===== src/rtl/mmio_pkg.sv =====
// Shared constants for the memory-mapped I/O hub.
//   - default I/O page addresses and key codes
//   - LFSR tap mask and single-step helper
//   - status register bit positions
//   - io_sel_e: which I/O register (if any) the current address selects
package mmio_pkg;

   localparam logic [15:0] STATUS_ADDR_DEF = 16'h00FC;
   localparam logic [15:0] TIMER_ADDR_DEF  = 16'h00FD;
   localparam logic [15:0] RAND_ADDR_DEF   = 16'h00FE;
   localparam logic [15:0] KEY_ADDR_DEF    = 16'h00FF;

   // byte 0 (LSB) belongs to key 0: w, a, s, d
   localparam logic [31:0] KEY_CODES_DEF = {8'h64, 8'h73, 8'h61, 8'h77};

   // x^8 + x^6 + x^5 + x^4 + 1, right-shifting Galois form
   localparam logic [7:0] LFSR_MASK = 8'hB8;

   localparam int ST_NONEMPTY  = 0;
   localparam int ST_OVERFLOW  = 1;
   localparam int ST_COUNT_LSB = 2;
   localparam int ST_COUNT_MSB = 6;

   typedef enum logic [2:0] {
      SEL_NONE,
      SEL_STATUS,
      SEL_TIMER,
      SEL_RAND,
      SEL_KEY
   } io_sel_e;

   function automatic logic [7:0] lfsr_step(input logic [7:0] v);
      return {1'b0, v[7:1]} ^ (v[0] ? LFSR_MASK : 8'h00);
   endfunction

endpackage


===== src/rtl/key_fifo.sv =====
// Small synchronous FIFO holding key-event codes.
//   clk, rst        : clock, async active-high reset (empties the FIFO)
//   push, din       : write request and data; accepted when not full, or
//                     when full and a pop is accepted on the same cycle
//   pop, dout       : read request; dout is the current head (show-ahead),
//                     a pop on an empty FIFO is ignored
//   full, empty     : occupancy flags
//   count           : number of stored entries (0..DEPTH)
module key_fifo #(
   parameter int DEPTH = 4,
   parameter int WIDTH = 8
) (
   input  logic                     clk,
   input  logic                     rst,
   input  logic                     push,
   input  logic                     pop,
   input  logic [WIDTH-1:0]         din,
   output logic [WIDTH-1:0]         dout,
   output logic                     full,
   output logic                     empty,
   output logic [$clog2(DEPTH):0]   count
);

   localparam int PW = $clog2(DEPTH);
   localparam int CW = PW + 1;

   logic [WIDTH-1:0] mem [DEPTH];
   logic [PW-1:0]    wr_ptr;
   logic [PW-1:0]    rd_ptr;
   logic             do_push;
   logic             do_pop;

   assign empty   = (count == '0);
   assign full    = (count == CW'(DEPTH));
   assign do_pop  = pop & ~empty;
   // a full FIFO still takes a push when the head leaves the same cycle
   assign do_push = push & (~full | do_pop);
   assign dout    = mem[rd_ptr];

   always_ff @(posedge clk or posedge rst) begin
      if (rst) begin
         wr_ptr <= '0;
         rd_ptr <= '0;
         count  <= '0;
      end else begin
         if (do_push) wr_ptr <= wr_ptr + 1'b1;
         if (do_pop)  rd_ptr <= rd_ptr + 1'b1;
         case ({do_push, do_pop})
            2'b10:   count <= count + 1'b1;
            2'b01:   count <= count - 1'b1;
            default: ;
         endcase
      end
   end

   // storage needs no reset: pointers and count define what is valid
   always_ff @(posedge clk) begin
      if (do_push) mem[wr_ptr] <= din;
   end

endmodule


===== src/rtl/mmio_hub.sv =====
// Memory-mapped I/O hub between the 6502 core, RAM and peripherals.
// One decoded I/O page: status/control, tick timer, LFSR random source,
// and a key-event FIFO fed by per-key synchronisers and debouncers.
//   clk, rst       : fast system clock, async active-high reset
//   cpu_en         : strobe marking the cycle a CPU bus cycle completes
//   address        : CPU address
//   read_write     : 1 = write, 0 = read
//   data_write     : CPU write data
//   mem_data       : RAM read data
//   data_read      : combinational read data back to the CPU
//   mem_we         : RAM write enable, suppressed for I/O addresses
//   keys           : raw asynchronous key levels, active-high
module mmio_hub
   import mmio_pkg::*;
#(
   parameter int                     NUM_KEYS    = 4,
   parameter logic [NUM_KEYS*8-1:0]  KEY_CODES   = KEY_CODES_DEF,
   parameter int                     FIFO_DEPTH  = 4,
   parameter int                     DEBOUNCE    = 16,
   parameter int                     KEY_MODE    = 0,
   parameter logic [7:0]             LFSR_SEED   = 8'hA5,
   parameter int                     TICK_DIV    = 2500,
   parameter logic [15:0]            STATUS_ADDR = STATUS_ADDR_DEF,
   parameter logic [15:0]            TIMER_ADDR  = TIMER_ADDR_DEF,
   parameter logic [15:0]            RAND_ADDR   = RAND_ADDR_DEF,
   parameter logic [15:0]            KEY_ADDR    = KEY_ADDR_DEF
) (
   input  logic                 clk,
   input  logic                 rst,
   input  logic                 cpu_en,
   input  logic [15:0]          address,
   input  logic                 read_write,
   input  logic [7:0]           data_write,
   input  logic [7:0]           mem_data,
   output logic [7:0]           data_read,
   output logic                 mem_we,
   input  logic [NUM_KEYS-1:0]  keys
);

   localparam int DB_W  = (DEBOUNCE > 1) ? $clog2(DEBOUNCE) : 1;
   localparam int PS_W  = (TICK_DIV > 1) ? $clog2(TICK_DIV) : 1;
   localparam int CNT_W = $clog2(FIFO_DEPTH) + 1;
   localparam logic [DB_W-1:0] DB_LAST = DB_W'(DEBOUNCE - 1);
   localparam logic [PS_W-1:0] PS_LAST = PS_W'(TICK_DIV - 1);

   // ---------------- decode ----------------
   io_sel_e io_sel;
   logic    io_hit;
   logic    bus_rd;
   logic    bus_wr;

   always_comb begin
      io_sel = SEL_NONE;
      if (address == STATUS_ADDR)     io_sel = SEL_STATUS;
      else if (address == TIMER_ADDR) io_sel = SEL_TIMER;
      else if (address == RAND_ADDR)  io_sel = SEL_RAND;
      else if (address == KEY_ADDR)   io_sel = SEL_KEY;
   end

   assign io_hit = (io_sel != SEL_NONE);
   assign mem_we = read_write & ~io_hit;
   assign bus_rd = cpu_en & ~read_write;
   assign bus_wr = cpu_en & read_write;

   // ---------------- key synchronise / debounce ----------------
   logic [NUM_KEYS-1:0] sync_0;
   logic [NUM_KEYS-1:0] sync_1;
   logic [NUM_KEYS-1:0] level_d;
   logic [NUM_KEYS-1:0] stable;
   logic [DB_W-1:0]     db_cnt [NUM_KEYS];
   logic [NUM_KEYS-1:0] db_done;
   logic [NUM_KEYS-1:0] press;

   // level has held for DEBOUNCE cycles and did not move this cycle
   always_comb begin
      for (int i = 0; i < NUM_KEYS; i++) begin
         db_done[i] = (db_cnt[i] == DB_LAST) && (sync_1[i] == level_d[i]);
      end
   end

   assign press = db_done & level_d & ~stable;

   always_ff @(posedge clk or posedge rst) begin
      if (rst) begin
         sync_0  <= '0;
         sync_1  <= '0;
         level_d <= '0;
         stable  <= '0;
         for (int i = 0; i < NUM_KEYS; i++) db_cnt[i] <= '0;
      end else begin
         sync_0  <= keys;
         sync_1  <= sync_0;
         level_d <= sync_1;
         for (int i = 0; i < NUM_KEYS; i++) begin
            if (sync_1[i] != level_d[i])  db_cnt[i] <= '0;
            else if (db_cnt[i] != DB_LAST) db_cnt[i] <= db_cnt[i] + 1'b1;
            if (db_done[i]) stable[i] <= level_d[i];
         end
      end
   end

   // lowest-index press wins; any additional same-cycle press is lost
   logic [7:0] press_code;
   logic       press_any;
   logic       press_multi;

   always_comb begin
      press_code = 8'h00;
      for (int i = NUM_KEYS - 1; i >= 0; i--) begin
         if (press[i]) press_code = KEY_CODES[i*8 +: 8];
      end
      press_any   = |press;
      press_multi = (press & (press - 1'b1)) != '0;
   end

   // ---------------- key FIFO ----------------
   logic             fifo_pop;
   logic             fifo_full;
   logic             fifo_empty;
   logic [7:0]       fifo_dout;
   logic [CNT_W-1:0] fifo_count;

   assign fifo_pop = (KEY_MODE == 1) && bus_rd && (io_sel == SEL_KEY) && !fifo_empty;

   key_fifo #(
      .DEPTH (FIFO_DEPTH),
      .WIDTH (8)
   ) u_key_fifo (
      .clk   (clk),
      .rst   (rst),
      .push  (press_any),
      .pop   (fifo_pop),
      .din   (press_code),
      .dout  (fifo_dout),
      .full  (fifo_full),
      .empty (fifo_empty),
      .count (fifo_count)
   );

   // ---------------- overflow / last key ----------------
   logic       overflow;
   logic       ovf_set;
   logic       ovf_clr;
   logic [7:0] last_key;

   assign ovf_set = press_multi | (press_any & fifo_full & ~fifo_pop);
   assign ovf_clr = bus_wr && (io_sel == SEL_STATUS) && data_write[ST_OVERFLOW];

   always_ff @(posedge clk or posedge rst) begin
      if (rst) begin
         overflow <= 1'b0;
         last_key <= 8'h00;
      end else begin
         if (ovf_set)      overflow <= 1'b1;
         else if (ovf_clr) overflow <= 1'b0;
         if (press_any) last_key <= press_code;
      end
   end

   // ---------------- LFSR ----------------
   logic [7:0] lfsr;

   always_ff @(posedge clk or posedge rst) begin
      if (rst) begin
         lfsr <= LFSR_SEED;
      end else if (bus_wr && (io_sel == SEL_RAND)) begin
         // all-zero is the LFSR's lock-up state
         lfsr <= (data_write == 8'h00) ? 8'h01 : data_write;
      end else begin
         lfsr <= lfsr_step(lfsr);
      end
   end

   // ---------------- tick timer ----------------
   logic [PS_W-1:0] prescale;
   logic [7:0]      timer;

   always_ff @(posedge clk or posedge rst) begin
      if (rst) begin
         prescale <= '0;
         timer    <= 8'h00;
      end else if (bus_wr && (io_sel == SEL_TIMER)) begin
         prescale <= '0;
         timer    <= data_write;
      end else if (prescale == PS_LAST) begin
         prescale <= '0;
         timer    <= timer + 8'h01;
      end else begin
         prescale <= prescale + 1'b1;
      end
   end

   // ---------------- read mux ----------------
   logic [7:0] status;

   always_comb begin
      status = 8'h00;
      status[ST_NONEMPTY] = ~fifo_empty;
      status[ST_OVERFLOW] = overflow;
      status[ST_COUNT_MSB:ST_COUNT_LSB] = 5'(fifo_count);
   end

   always_comb begin
      case (io_sel)
         SEL_STATUS: data_read = status;
         SEL_TIMER:  data_read = timer;
         SEL_RAND:   data_read = lfsr;
         SEL_KEY:    data_read = (KEY_MODE == 1) ? (fifo_empty ? 8'h00 : fifo_dout) : last_key;
         default:    data_read = mem_data;
      endcase
   end

endmodule


===== config.mk =====
export PLATFORM = sky130hd
export DESIGN_NAME = mmio_hub
export DESIGN_NICKNAME = d
export VERILOG_FILES = /design/src/rtl/mmio_pkg.sv /design/src/rtl/key_fifo.sv /design/src/rtl/mmio_hub.sv
export SDC_FILE = /design/constraint.sdc
export NUM_CORES = 1
export LEC_CHECK = 0
export CAP_MARGIN = 25
export CELL_PAD_IN_SITES_DETAIL_PLACEMENT = 0
export CELL_PAD_IN_SITES_GLOBAL_PLACEMENT = 1
export CORE_UTILIZATION = 46
export CTS_BUF_LIST = sky130_fd_sc_hd__clkbuf_2 sky130_fd_sc_hd__clkbuf_4 sky130_fd_sc_hd__clkbuf_8
export DETAILED_ROUTE_END_ITERATION = 8
export DONT_BUFFER_PORTS = 1
export PLACE_DENSITY = 0.83
export RECOVER_POWER = 100
export SETUP_SLACK_MARGIN = 0.3
export SYNTH_ARGS = -nofsm -noshare
export SYNTH_HDL_FRONTEND = slang
export SYNTH_SLANG_ARGS = --single-unit

===== constraint.sdc =====
create_clock -name clk -period 1.99 [get_ports clk]
set_clock_uncertainty 0.1 [all_clocks]
set_input_delay 0.2985 -clock clk [delete_from_list [all_inputs] [get_ports clk]]
set_output_delay 0.2985 -clock clk [all_outputs]
set_load 0.01 [all_outputs]

Word level (Yosys, flattened, before mapping)
Index checks and enable logic that the tools add are counted.

storage, ports and cells
  bits of input ports = 40
  logic and storage cells = 109
  output and inout port bits = 9
  register bits = 72

cells by class
  bitwise gates (word level) = 13
  mux-type cells = 26
  eq/ne operators = 26
  add/sub/neg operators = 8
  reductions and logical operators = 19

operators by type and width
  cell                                                   count
  equality test 16 x 8 -> 1 bit (second input constant)  4
  2-to-1 mux 8 bit                                       8
  2-to-1 mux 4 bit                                       8
  one-hot mux 8 bit (4 select lines)                     1
  2-to-1 mux 12 bit                                      2
  adder 4 x 1 -> 4 bit (second input constant)           4
  equality test 4 bit (second input constant)            4
  inequality test 4 bit (second input constant)          4
  adder 12 x 1 -> 12 bit (second input constant)         1
  bitwise AND 4 bit                                      3
  equality test 12 bit (second input constant)           1
  2-to-1 mux 3 bit                                       4
  nonzero test 2 bit                                     6
  adder 8 x 1 -> 8 bit (second input constant)           1
  logical AND 1 bit                                      8
  logical NOT 8 bit                                      1
  bitwise XOR 7 x 8 -> 8 bit                             1
  2-to-1 mux 7 bit                                       1
  equality test 3 x 2 -> 1 bit (second input constant)   2
  equality test 3 bit (second input constant)            2
  bitwise AND 1 bit                                      4
  equality test 1 bit                                    4
  inequality test 1 bit                                  4
  inverter 4 bit                                         1
  10 further kinds                                       13

Longest topological paths before layout
Gate-level depths: netlist (run 1).

  depth after elaboration = 10
  depth in mapped cells = 7

Modules after synthesis
Synthesis (run 1) repeated with hierarchy kept, for this count alone.

second synthesis, totals
  cell total of the unflattened synthesis = 403
  area, all modules = 4833.4 µm²

modules (own cells, without submodules)
  module    times used  area an instance (µm²)  cells an instance  sequential area each (µm²)
  mmio_hub  1           3241.9                  322                1631.6
  key_fifo  1           1591.5                  81                 1136.1

Worst setup path before layout (run 1)
Ideal clock, no wire load.

  path type = register -> register
  start = reg db_cnt[0] (netlist name)
  end = reg u_key_fifo.count[1]
  arrival = 1.760 ns
  data required time = 1.762 ns
  setup time = 0.128 ns
  setup slack = 0.002 ns
  path buffers = 1
  cell stages (with the launch flop) = 8
  cells stage by stage = dfrtp_1 > ha_1 > nand3_1 > or3_1 > clkbuf_1 > nand4_2 > nand2_1 > mux2_1

between the ends
  word-level cells in the longest chain between the ends = 6

ends and longest elaborated chain
  element                            RTL line         source
  from (decl)                        mmio_hub.sv:70   logic [DB_W-1:0] db_cnt [NUM_KEYS];
  from (signal, indexed assignment)  mmio_hub.sv:95   if (sync_1[i] != level_d[i]) db_cnt[i] <= '0;
  equality test 4 bit                mmio_hub.sv:77   db_done[i] = (db_cnt[i] == DB_LAST) && (sync_1[i] == level_d[i]);
  logical AND 1 bit                  mmio_hub.sv:77
  bitwise AND 4 bit (2 in series)    mmio_hub.sv:81   assign press = db_done & level_d & ~stable;
  OR reduction 4 bit                 mmio_hub.sv:112  press_any = |press;
  bitwise AND 1 bit                  key_fifo.sv:37   assign do_push = push & (~full | do_pop);
  to (signal assigned)               key_fifo.sv:49   2'b10: count <= count + 1'b1;
  to (signal assigned)               key_fifo.sv:50   2'b01: count <= count - 1'b1;
  to (decl)                          key_fifo.sv:21   output logic [$clog2(DEPTH):0] count

Every way passes these cells.
A chain may end at the register's enable or synchronous reset.

Worst setup path in the final report (run 1)
  start = reg u_key_fifo.count[0]
  end = out data_read[0]

between the ends
  word-level cells in the longest chain between the ends = 3

ends and longest elaborated chain
  element                             RTL line         source
  logical NOT 3 bit                   key_fifo.sv:33   assign empty = (count == '0);
  inverter 1 bit                      --
  one-hot mux 8 bit (4 select lines)  mmio_hub.sv:204  case (io_sel)
  to (decl)                           mmio_hub.sv:35   output logic [7:0] data_read,

Every way passes these cells.

==> impl_metrics.json, run 1 <==
{
  "synth_top_area_cell": "dfrtp_1",
  "wl_per_cell_um": 15.30,
  "cts_root_buf": "clkbuf_8",
  "synth_ff_type": "dfrtp_1",
  "layout_common_cells": "dfrtp_1, nor2_1, nand2_1",
  "htree_levels": 3,
  "n_fill_cell": 562,
  "hold_end": "lfsr[4]",
  "place_congestion": 0.7407,
  "antenna_cells": 0,
  "setup_violations": 10,
  "ant_nets": 0,
  "min_path_type": "input pin to flip-flop",
  "drive_gt1_frac": 0.3098,
  "clkTransAtPathRegs_ns": 0.07,
  "first_pass_iters": 6,
  "design_area_mm2": 0.004447,
  "ys_seq_elements": 68,
  "p_leak_uw": 0.001990,
  "maxClockFrequency_mhz": 463.7,
  "cp.depth": 5,
  "synth_area_mm2": 0.003367,
  "postPlaceCellArea_mm2": 0.003690,
  "hold_depth": 1,
  "areaGrowthSynthToFinish_pct": 32.07,
  "slew_violations": 0,
  "crit_start": "u_key_fifo.count[0]",
  "violations": "setup timing",
  "layout.cells.non_filler": 506,
  "synth_edf_count": 0,
  "syn_inst": 326,
  "netlist.area_leader.share": 0.4757,
  "slowest_stage": "mux4_2",
  "min_period_ns": 2.157,
  "critPathArrivalTime_ns": 1.76,
  "finalHoldViolCount": 0,
  "worstPathRequired_ns": 1.59,
  "yosysSeqAreaShare": 0.5069,
  "antenna_found_initial": 0,
  "synth_area_leaders": "dfrtp_1, nor2_1, mux2_2",
  "synth_fp_nets": 374,
  "worstSkewPairLatency_ns": 0.34,
  "crit_type": "flip-flop to output port",
  "core_mm2": 0.006944,
  "syn_avg_cell_area_um2": 10.33,
  "place_hpwl_um": 4678,
  "vias_per_cell": 5.338,
  "path_cells": "inv_2 -> ha_4 -> nand2b_1 -> mux4_2 -> mux2_4",
  "drc": 0,
  "row_count": 30,
  "critPathMaxFanout": 2,
  "r2r_cells": 6,
  "cp_num_buf_inv": 1,
  "cap_violations": 0,
  "numPortBuffers": 0,
  "final_common_cell": "dfrtp_1",
  "track_usage": 0.2023,
  "routed_wl_um": 7742,
  "cts_tree": "done",
  "cpLargestDelayFamily": "multiplexers",
  "final_core_util": 0.6404,
  "num_io_pins": 49,
  "hold_start": "data_write[4]",
  "fin_ws_ns": -0.1665,
  "globalRouteOverflowTotal": 0,
  "initial_core_util": 0.4849,
  "slowest_delay_ns": 0.45,
  "nets": 453,
  "timing.final.crit_share": 1.084,
  "rsz0062_at_grt": "true",
  "powerDensity_mw_per_mm2": 758.8,
  "grt_pass1_vias": 2565,
  "grt_pass1_wl_um": 11720,
  "cts_sinks": 68,
  "first_iter_violations": 105,
  "peakVddDrop_uv": 341.8,
  "status": "finished with violations",
  "synth.distinct_cells": 42,
  "cts_buffer_depth": 2,
  "chipWidth_um": 87.56,
  "relSlewSlack": 0.3303,
  "dieArea_mm2": 0.007666,
  "start_kind": "flip-flop",
  "dieHeight_um": 87.56,
  "crit_path_end_kind": "output port",
  "r2r-start": "prescale[9]",
  "worst-slew-pin-transition_ns": 1.004,
  "grt_max_degree": 42,
  "cts_buffers": 9,
  "vias": 2701,
  "dp.cells": 432,
  "ys_warn_count": 0,
  "regToRegSetupSlack_ns": -0.08,
  "ys_async_sr_fraction": 1.000,
  "reg2reg_to": "timer[1]"
}
per-stage QoR:
stage | TNS [ns] | total power [uW] | hold WS (ns) | setup slack, ns
2_1_floorplan | 0 | 2041 | 0.2299 | 0.1401
6_report | -0.6321 | 3374 | 0.01723 | -0.1665
3_3_place_gp | 0 | 2115 | 0.1846 | 0.09852
4_1_cts | -0.3012 | 3404 | 0.00004291 | -0.1525
5_1_grt | -1.910 | 3539 | 0.0005795 | -0.2490
3_5_place_dp | 0 | 2140 | 0.1872 | 0.07255
Yosys cell counts (5+ instances only):
cell and number:
mux2i_1 7, a31oi_1 5, mux2_2 12, dfrtp_1 64
nand3_1 19, nand4_1 5, ha_1 8, inv_1 14
xor2_1 15, nand2_1 32, o21ai_0 20, xnor2_1 14
a21oi_1 5, nor4_1 5, nor2_1 41, nor3_1 9
or3_1 5
cell type report:
type	count	area, um^2	share of cell area
Multi-Input combinational cell	239	1772	0.3984
Sequential cell	68	1709	0.3844
Timing Repair Buffer	73	583.1	0.1311
Clock buffer	12	158.9	0.03573
Tap cell	96	120.1	0.02701
Inverter	14	56.30	0.01266
Clock inverter	4	47.55	0.01069
repair_timing:
| action | in CTS | in global routing |
|---|---|---|
| hold buffers | 12 | 3 |
| pin swaps | 19 | 33 |
| buffers inserted | 30 | 11 |
| gates resized for setup | 35 | 33 |
| gates cloned | 0 | 2 |
| setup endpoints to repair | 34 | 33 |
| endpoints found under the hold margin | 77 | 3 |
how the worst max path moves through the flow:
stage	to	slack, ns
2_1_floorplan	timer[7]	0.14
3_3_place_gp	timer[7]	0.1
3_5_place_dp	timer[7]	0.07
4_1_cts	data_read[0]	-0.15
5_1_grt	data_read[3]	-0.25
6_report	data_read[0]	-0.17
sequential cells by signal, indices dropped and copies added (netlist names):
signal and flops:
db_cnt 16, prescale 12, lfsr 8, timer 8
last_key 4, level_d 4, stable 4, sync_0 4
sync_1 4, u_key_fifo.count 3, overflow 1
report_power, final:
part / total [uW] / switching, uW / internal, uW
clock: 1160 / 504 / 657
combinational: 516 / 224 / 292
sequential: 1700 / 127 / 1570
total: 3370 / 855 / 2520
cells by family (layout without fill, tap and decap cells):
family	count (synthesis)	after routing	synth area share
and+or+nand+nor	136	137	0.2025
muxes	24	24	0.09105
buffers and inverters	20	103	0.02304
AOI/OAI and AO/OA	41	41	0.07135
DFF	68	68	0.5069
adders and majority gates	8	8	0.02973
xor gates and xnor gates	29	29	0.07544
worst register-to-register path, delay by kind of cell (launching register included):
| family | cells | cell delay, ns |
|---|---|---|
| multiplexers | 1 | 0.17 |
| AO/OA/AOI/OAI | 1 | 0.07 |
| buffers and inverters | 2 | 0.37 |
| AND/OR/NAND/NOR | 2 | 0.82 |
| flip-flops | 1 | 0.42 |
per-layer routing:
metal / track usage / up-vias / share of wire / wire (um)
met5: 0 / - / 0 / 0
met4: 0.09836 / 0 / 0.023 / 179
met3: 0.03959 / 15 / 0.031 / 242
met2: 0.3409 / 65 / 0.50 / 3875
met1: 0.2505 / 1318 / 0.44 / 3444
li1: - / 1303 / - / -
Note: power is estimated with default switching activity, not from simulation.
==> run 2: changes to the inputs <==
--- a/config.mk
+++ b/config.mk
@@ -5,7 +5,7 @@
 export SDC_FILE = /design/constraint.sdc
 export NUM_CORES = 1
 export LEC_CHECK = 0
-export CAP_MARGIN = 25
+export CAP_MARGIN = 20
 export CELL_PAD_IN_SITES_DETAIL_PLACEMENT = 0
 export CELL_PAD_IN_SITES_GLOBAL_PLACEMENT = 1
 export CORE_UTILIZATION = 46
@@ -15,6 +15,7 @@
 export PLACE_DENSITY = 0.83
 export RECOVER_POWER = 100
 export SETUP_SLACK_MARGIN = 0.3
+export SLEW_MARGIN = 5
 export SYNTH_ARGS = -nofsm -noshare
 export SYNTH_HDL_FRONTEND = slang
 export SYNTH_SLANG_ARGS = --single-unit
==> results of run 2 <==
The final DEF is identical to that of run 1; final timing and power are the same.
==> run 3: changes to the inputs <==
--- a/config.mk
+++ b/config.mk
@@ -14,7 +14,7 @@
 export DONT_BUFFER_PORTS = 1
 export PLACE_DENSITY = 0.83
 export RECOVER_POWER = 100
-export SETUP_SLACK_MARGIN = 0.3
+export SETUP_SLACK_MARGIN = 0.15
 export SLEW_MARGIN = 5
 export SYNTH_ARGS = -nofsm -noshare
 export SYNTH_HDL_FRONTEND = slang
==> run 3 against run 2 <==
Against the previous run:
- the run still ends with setup timing left
- critical endpoint unchanged
- global-route usage fell by 0.52 points
- utilization decreased by 3.1 points
- hold slack got worse by 0.0055 ns
- critical path type unchanged
- final cell count is 2.6% lower
- routed wire length decreased by 6.8%
- register-to-register slack gained 0.02 ns
- first-iteration DRC count down 8.6%
- maximum frequency shrank 1.1%
- sequential power hardly changed
- sequential cell count did not move
- count of clock-buffer cells in the layout is 2 lower
- critical path depth unchanged
==> impl_metrics.json, run 3 (same netlist as run 1, synthesis figures left out) <==
{
  "status": "finished with violations",
  "violations": "setup timing",
  "place_congestion": 0.7543,
  "wl_per_cell_um": 14.64,
  "chipWidth_um": 87.56,
  "n_fill_cell": 573,
  "critPathArrivalTime_ns": 1.78,
  "crit_type": "flip-flop to output port",
  "power_frac_clock": 0.342,
  "first_iter_violations": 96,
  "place_hpwl_um": 4655,
  "critPathMaxFanout": 2,
  "dieArea_mm2": 0.007666,
  "min_period_ns": 2.180,
  "r2r_cells": 6,
  "timing.final.crit_share": 1.096,
  "share_comb_of_total_power": 0.147,
  "p_int_uw": 2463,
  "setup_violations": 3,
  "routed_wl_um": 7216,
  "drc": 0,
  "cp.depth": 5,
  "grt_pass1_wl_um": 11450,
  "peakVddDrop_uv": 414.4,
  "layout_common_cells": "dfrtp_1, nor2_1, nand2_1",
  "multi_input_area_mm2": 0.001695,
  "rsz0062_at_grt": "true",
  "cp_num_buf_inv": 1,
  "drive_gt1_frac": 0.2620,
  "row_count": 30,
  "worstPathRequired_ns": 1.59,
  "core_mm2": 0.006944,
  "hold_depth": 1,
  "cts_sinks": 68,
  "min_path_type": "input pin to flip-flop",
  "cts_root_buf": "clkbuf_8",
  "htree_levels": 3,
  "hold_start": "data_write[2]",
  "powerDensity_mw_per_mm2": 784.2,
  "fin_ws_ns": -0.1903,
  "slowest_delay_ns": 0.45,
  "regToRegSetupSlack_ns": -0.06,
  "r2r-start": "db_cnt[0]",
  "globalRouteOverflowTotal": 0,
  "largest_register_ffs": 16,
  "worstSkewPairLatency_ns": 0.34,
  "final_core_util": 0.6094,
  "path_cells": "inv_1 -> ha_2 -> nand2b_1 -> mux4_2 -> mux2_4",
  "maxClockFrequency_mhz": 458.7,
  "seqCellArea_mm2": 0.001708,
  "vias_per_cell": 5.347,
  "nets": 440,
  "place_ws_ns": 0.09113,
  "seqPwrFrac": 0.511,
  "cts_buffer_depth": 2,
  "start_kind": "flip-flop",
  "layout.cells.non_filler": 493,
  "relSlewSlack": 0.3036,
  "final_common_cell": "dfrtp_1",
  "cts_tree": "done",
  "vias": 2636,
  "finalHoldViolCount": 0,
  "switchingPower_uw": 855.4,
  "numPortBuffers": 0,
  "track_usage": 0.1971,
  "antenna_cells": 0,
  "swShare": 0.2578,
  "grt_max_degree": 46,
  "hold_end": "lfsr[2]",
  "p_leak_uw": 0.001900,
  "areaGrowthSynthToFinish_pct": 25.68,
  "num_io_pins": 49,
  "grt_pass1_vias": 2514,
  "ant_nets": 0,
  "initial_core_util": 0.4849,
  "crit_path_end_kind": "output port",
  "worst-slew-pin-transition_ns": 1.039,
  "cpLargestDelayFamily": "multiplexers",
  "reg2reg_to": "u_key_fifo.count[1]",
  "slew_violations": 0,
  "largest_registers": "db_cnt: 16 flops, prescale: 12 flops",
  "slowest_stage": "mux4_2",
  "largest-register": "db_cnt",
  "cap_violations": 0,
  "antenna_found_initial": 0,
  "dieHeight_um": 87.56,
  "dp.cells": 432,
  "cts_buffers": 9,
  "clkTransAtPathRegs_ns": 0.08,
  "first_pass_iters": 6
}
==> run 3: cell count changes in the layout (fill, tap and decap cells not counted), moves of 2 or more <==
cell           before  now
buf_6              13    3
a21oi_2             2    0
a21oi_1             3    5
clkbuf_1           11    9
inv_1              10   13
dlygate4sd3_1      15   13
o21ai_1             8    5
inv_2               3    0
o21ai_0            12   16
nand3_1            17   19
nand3_4             2    0
==> run 3: metal layers <==
metal / global-route usage / wire [um] / part of all wire
met4: 0.1028 / 137 / 0.019
met5: 0 / 0 / 0
met3: 0.03864 / 228 / 0.032
met1: 0.2506 / 3258 / 0.45
met2: 0.3217 / 3590 / 0.50
==> run 3: how the worst max path moves through the flow <==
stage | start | end | slack [ns]
floorplan | prescale[5] | timer[7] | 0.14
global placement | u_key_fifo.count[0] | data_read[0] | 0.1
detailed placement | prescale[5] | timer[7] | 0.09
CTS | u_key_fifo.count[1] | data_read[0] | -0.18
global route | u_key_fifo.count[0] | data_read[0] | -0.23
finish | u_key_fifo.count[0] | data_read[0] | -0.19
==> run 3: metrics by stage <==
step	TNS (ns)	hold slack, ns	total power [uW]	area [um^2]
6_report	-0.4136	0.01169	3318	4232
5_1_grt	-4.272	0.0008756	3486	4232
4_1_cts	-0.2299	0.0008256	3340	4158
3_5_place_dp	0	0.1460	2125	3675
3_3_place_gp	0	0.1477	2110	3675
2_1_floorplan	0	0.2299	2034	3450
==> run 3: cell type report <==
cell class	instances	area share
inverter	14	0.01271
clock buffer	10	0.03253
tap	96	0.02839
timing repair buffer	60	0.1070
sequential	68	0.4036
multi-input combinational	239	0.4007
clock inverter	6	0.01508
==> run 3: power by group through the flow <==
stage,Sequential (uW),Combinational (uW),Clock (uW)
3_3_place_gp,1730,376,0
3_5_place_dp,1740,382,0
4_1_cts,1700,474,1160
2_1_floorplan,1700,329,0
5_1_grt,1710,549,1230
6_report,1690,487,1140
==> run 3: timing repair <==
item / in CTS / in global routing
hold buffers: 13 / 0
buffers inserted: 14 / 17
pin swaps: 4 / 28
endpoints found under the hold margin: 40 / 0
setup endpoints to repair: 21 / 29
resized for setup: 10 / 27
gates cloned: 0 / 1
